<file path="src/rtl/store_align_unit.sv">
// Store alignment unit: places sb/sh/sw store data onto a word-wide write bus,
// splitting a store that crosses a word boundary into two beats (or rejecting it).
module store_align_unit #(
    parameter int ALLOW_MISALIGNED = 1
) (
    input  logic        clk,
    input  logic        reset,
    input  logic        req_valid,
    output logic        req_ready,
    input  logic [31:0] req_addr,
    input  logic [31:0] req_data,
    input  logic [1:0]  store,
    output logic        mem_valid,
    input  logic        mem_ready,
    output logic [31:0] mem_addr,
    output logic [31:0] mem_wdata,
    output logic [3:0]  mem_wstrb,
    output logic        done,
    output logic        err
);

    typedef enum logic [1:0] {
        IDLE,
        BEAT1,
        BEAT2
    } state_e;

    state_e      state_q, state_d;
    logic [31:0] addr_q, addr_d;
    logic [31:0] data_q, data_d;
    logic [1:0]  store_q, store_d;
    logic        done_q, done_d;
    logic        err_q, err_d;

    logic [7:0]  wide;
    logic [63:0] shifted;
    logic [31:0] beat1_addr;

    function automatic logic [7:0] lane_span(input logic [1:0] off, input logic [1:0] st);
        logic [3:0] mask;
        case (st)
            2'b01:   mask = 4'b0001;
            2'b10:   mask = 4'b0011;
            default: mask = 4'b1111;
        endcase
        return {4'b0000, mask} << off;
    endfunction

    function automatic logic crosses_word(input logic [1:0] off, input logic [1:0] st);
        logic [7:0] span;
        span = lane_span(off, st);
        return span[7:4] != 4'b0000;
    endfunction

    function automatic logic [31:0] byte_mask(input logic [3:0] strb);
        return {{8{strb[3]}}, {8{strb[2]}}, {8{strb[1]}}, {8{strb[0]}}};
    endfunction

    assign wide       = lane_span(addr_q[1:0], store_q);
    // Upper word of the 64-bit shift equals data >> 8*(4-off), i.e. the second beat.
    assign shifted    = {32'h0000_0000, data_q} << {addr_q[1:0], 3'b000};
    assign beat1_addr = {addr_q[31:2], 2'b00};

    always_comb begin
        state_d   = state_q;
        addr_d    = addr_q;
        data_d    = data_q;
        store_d   = store_q;
        done_d    = 1'b0;
        err_d     = 1'b0;
        req_ready = 1'b0;
        mem_valid = 1'b0;
        mem_addr  = '0;
        mem_wdata = '0;
        mem_wstrb = '0;
        case (state_q)
            IDLE: begin
                req_ready = 1'b1;
                if (req_valid) begin
                    addr_d  = req_addr;
                    data_d  = req_data;
                    store_d = store;
                    if ((ALLOW_MISALIGNED == 0) && crosses_word(req_addr[1:0], store)) begin
                        err_d = 1'b1;
                    end else begin
                        state_d = BEAT1;
                    end
                end
            end
            BEAT1: begin
                mem_valid = 1'b1;
                mem_addr  = beat1_addr;
                mem_wstrb = wide[3:0];
                mem_wdata = shifted[31:0] & byte_mask(wide[3:0]);
                if (mem_ready) begin
                    if (wide[7:4] != 4'b0000) begin
                        state_d = BEAT2;
                    end else begin
                        state_d = IDLE;
                        done_d  = 1'b1;
                    end
                end
            end
            BEAT2: begin
                mem_valid = 1'b1;
                mem_addr  = beat1_addr + 32'd4;
                mem_wstrb = wide[7:4];
                mem_wdata = shifted[63:32] & byte_mask(wide[7:4]);
                if (mem_ready) begin
                    state_d = IDLE;
                    done_d  = 1'b1;
                end
            end
            default: state_d = IDLE;
        endcase
    end

    always_ff @(posedge clk) begin
        if (reset) begin
            state_q <= IDLE;
            addr_q  <= '0;
            data_q  <= '0;
            store_q <= '0;
            done_q  <= 1'b0;
            err_q   <= 1'b0;
        end else begin
            state_q <= state_d;
            addr_q  <= addr_d;
            data_q  <= data_d;
            store_q <= store_d;
            done_q  <= done_d;
            err_q   <= err_d;
        end
    end

    assign done = done_q;
    assign err  = err_q;

endmodule

</file>
<file path="config.mk">
export PLATFORM = sky130hd
export DESIGN_NAME = store_align_unit
export DESIGN_NICKNAME = d
export VERILOG_FILES = /design/src/rtl/store_align_unit.sv
export SDC_FILE = /design/constraint.sdc
export NUM_CORES = 1
export LEC_CHECK = 0
export BUFFER_PORTS_ARGS = -buffer_cell sky130_fd_sc_hd__clkbuf_2
export CAP_MARGIN = 20
export CORE_UTILIZATION = 40
export CTS_CLUSTER_DIAMETER = 200
export DETAILED_ROUTE_END_ITERATION = 8
export PLACE_DENSITY = 0.65
export SYNTH_ARGS = -nofsm -noshare
export SYNTH_HDL_FRONTEND = slang
export SYNTH_SLANG_ARGS = --single-unit
</file>
<file path="constraint.sdc">
create_clock -name clk -period 5.4 [get_ports clk]
set_input_delay 1.08 -clock clk [delete_from_list [all_inputs] [get_ports clk]]
set_output_delay 1.08 -clock clk [all_outputs]
set_load 0.05 [all_outputs]
</file>
==> run_results.csv <==
group,metric,value,unit
place,finalWeightedCongestion,0.892,
routing,drt_first_iter_violations,363,
routing,drt-total-wl,14100,um
timing,grt_setup_unrepaired,"false",
critical_path,cp_data_arrival_time,3.48,ns
critical_path,cp-end-kind,"primary output",
logic_synthesis,asyncSetResetFlopFracSynth,0,%
floorplan,floorplan.initialDensity,41.0,%
critical_path,required_time_of_the_critical_path,4.32,ns
timing,setup_viol_count_final,0,
global_route,grt.overflow.total,0,
clock_network,post_cts_resized,0,
global_route,largest_net_degree_at_the_start_of_global_routing,70,
routing,antenna_violating_nets_post_route,0,
clock_network,clock_sink_total,69,
logic_synthesis,postSynthCellCount,653,
run_status,run_status,"finished clean",
job,timing.max_cap.violations,0,
clock_network,cts-hold-fix-buffers,0,
routing,routed_wl_per_cell,15.8,um
global_route,grt_first_pass_wirelength,21900,um
routing,dr_total_vias,5055,
logic_synthesis,synth.ff_latch_count,69,
logic_synthesis,netlist_cell_types,50,
finish,utilization_after_layout,49.2,%
clock_network,clk_path_buf_depth,2,
routing,first_pass_iters,8,
timing,timing.fmax,219,MHz
clock_network,clk_latency,0.35,ns
routing,detail_route.vias_per_cell,5.64,
floorplan,chipHeight,107,um
timing,finalCritPeriodShare,84.5,%
timing,fin_worst_hold_slack,0.469,ns
finish,drive_gt1_share,23.3,%
critical_path,critical_path_peak_fanout,36,
power_and_ir_drop,power_density,250,nW/um^2
critical_path,worstSetupPathType,"register to primary output",
clock_network,post_cts.repair.setup_buffers,0,
timing,number_of_hold_slack_violations_in_the_final_timing_report,0,
clock_network,clk_pin_slew_worst_paths,0.07,ns
logic_synthesis,syn-cell-area,4440,sq um
critical_path,start_kind,"register",
timing,worst_slew_pin_slew,1.08,ns
floorplan,core-area,10800,sq um
floorplan,std_cell_rows,38,
timing,finalClockSkew,0.00634,ns
finish,layout_area_growth_over_synthesis,20.3,%
logic_synthesis,yosysWarnings,0,
global_route,grt_pass1_vias,4491,
clock_network,cts_tree,"done",
place,hpwl,9830,um
floorplan,pin_count,142,
clock_network,clock_tree.root_cell,"sky130_fd_sc_hd__clkbuf_8",
routing,post-route-drc-count,0,
timing,worst_slew_margin_rel,27.6,%
worst_hold_path,timing.hold.worst.class,"register to register",
power_and_ir_drop,leakage_power,2.17,nW
finish,mostFrequentLayoutCells,"174 x sky130_fd_sc_hd__nand2_1, 138 x sky130_fd_sc_hd__clkbuf_2, 83 x sky130_fd_sc_hd__a21oi_1",
finish,antenna_cells_inserted,0,
finish,n_fill_cell,1120,
logic_synthesis,synth_edf_count,0,
power_and_ir_drop,worst_ir_drop_vdd,0.000121,V
global_route,grt_util_all_layers,24.3,%
global_route,number_of_antenna_violations_at_the_first_check_in_global_routing,0,
floorplan,chipWidth,107,um
logic_synthesis,synth_ff_type,"sky130_fd_sc_hd__dfxtp_1",
clock_network,cts_inserted_buffers,9,
power_and_ir_drop,total_power,1.33,mW
floorplan,design.die.area,11500,sq um
logic_synthesis,synth_seq_area_share,31.1,%
critical_path,r2r_setup_slack,3.42,ns
place,buffer_ports.inserted,138,
timing,fin_setup_tns,0,ns
finish,finalNetCount,826,
clock_network,clock_tree.htree_level_count,3,
logic_synthesis,syn_area_per_cell,6.80,sq um
finish,mostFrequentLayoutCell,"sky130_fd_sc_hd__nand2_1",
timing,finalCriticalPeriod,4.56,ns
timing,final_max_slew_viol_count,0,
## state kept, by name (all words and copies together), names as in the netlist
register / count
state_q: 2
addr_q: 32
store_q: 2
done: 1
data_q: 32
## layer usage
metal	vias to the layer above	GRT usage [%]	share of wire [%]	wire, um
li1	2462	-	-	-
met1	2326	32.0	43	6060
met2	244	39.5	47	6640
met3	23	3.33	7.9	1120
met4	0	10.7	2.1	299
met5	-	0	0	0
## final cells by class
class,instances,area [sq um],area share [%]
timing repair buffer,144,736,13.8
multi-input combinational,517,2780,52.1
inverter,10,37.5,0.703
clock buffer,13,159,2.98
sequential,69,1380,25.9
tap,140,175,3.28
clock inverter,3,67.6,1.27
## worst max-delay path, stage by stage (launching register included)
cell and delay, ns:
sky130_fd_sc_hd__dfxtp_1 1.04, sky130_fd_sc_hd__nand3_1 0.63, sky130_fd_sc_hd__nor2_1 0.77, sky130_fd_sc_hd__a22oi_1 0.24, sky130_fd_sc_hd__nor2_1 0.14, sky130_fd_sc_hd__clkbuf_2 0.30
## path summary, 6_finish.rpt
| path | startpoint | end | cells past startpoint |
|---|---|---|---|
| worst max-delay path | addr_q[1] | mem_wdata[17] | 5 |
| worst min-delay path | store_q[0] | store_q[0] | 2 |
| worst max register to register | state_q[0] | data_q[2] | 6 |
| worst min register to register | store_q[0] | store_q[0] | 2 |
## per-stage QoR
| step | worst slack [ns] | cells | area [sq um] |
|---|---|---|---|
| final | 0.838 | 896 | 5340 |
| after global routing | 0.576 | 896 | 5340 |
| after CTS | 0.934 | 896 | 5340 |
| after detailed placement | 1.34 | 880 | 5110 |
| after global placement | 1.41 | 880 | 5110 |
| after floorplan | 1.15 | 655 | 4450 |
## cell usage after synthesis (5+ instances only)
cell | count | area [sq um]
sky130_fd_sc_hd__nand2_1 | 175 | 657
sky130_fd_sc_hd__a21oi_1 | 83 | 415
sky130_fd_sc_hd__dfxtp_1 | 69 | 1380
sky130_fd_sc_hd__o21ai_0 | 43 | 215
sky130_fd_sc_hd__clkbuf_1 | 40 | 150
sky130_fd_sc_hd__nor2_1 | 38 | 143
sky130_fd_sc_hd__nand3_1 | 23 | 115
sky130_fd_sc_hd__mux2i_1 | 20 | 200
sky130_fd_sc_hd__a22oi_1 | 16 | 120
sky130_fd_sc_hd__and2_1 | 11 | 68.8
sky130_fd_sc_hd__buf_2 | 11 | 55.1
sky130_fd_sc_hd__a31oi_1 | 10 | 62.6
sky130_fd_sc_hd__inv_1 | 10 | 37.5
sky130_fd_sc_hd__and3_1 | 8 | 50.1
sky130_fd_sc_hd__nand4_1 | 8 | 50.1
sky130_fd_sc_hd__o22a_1 | 8 | 70.1
sky130_fd_sc_hd__a211oi_1 | 6 | 45.0
sky130_fd_sc_hd__ha_1 | 5 | 62.6
sky130_fd_sc_hd__mux2_2 | 5 | 56.3
sky130_fd_sc_hd__nor3_1 | 5 | 25.0
sky130_fd_sc_hd__o2bb2ai_1 | 5 | 43.8
## cells by family after synthesis
logic type / count (synthesis) / share of synthesized area [%]
compound gates: 194 / 25.9
xor+xnor: 2 / 0.395
fa+ha+maj: 5 / 1.41
buf+inv: 69 / 6.48
flops: 69 / 31.1
mux: 25 / 5.78
other cells: 1 / 0.0845
simple gates: 288 / 28.9
## where the power goes
part,switching [mW],total (mW),internal [mW]
Sequential,0.0508,0.594,0.543
Combinational,0.167,0.251,0.0835
Clock,0.202,0.488,0.286
No activity file was read; power rests on OpenSTA's default activity.
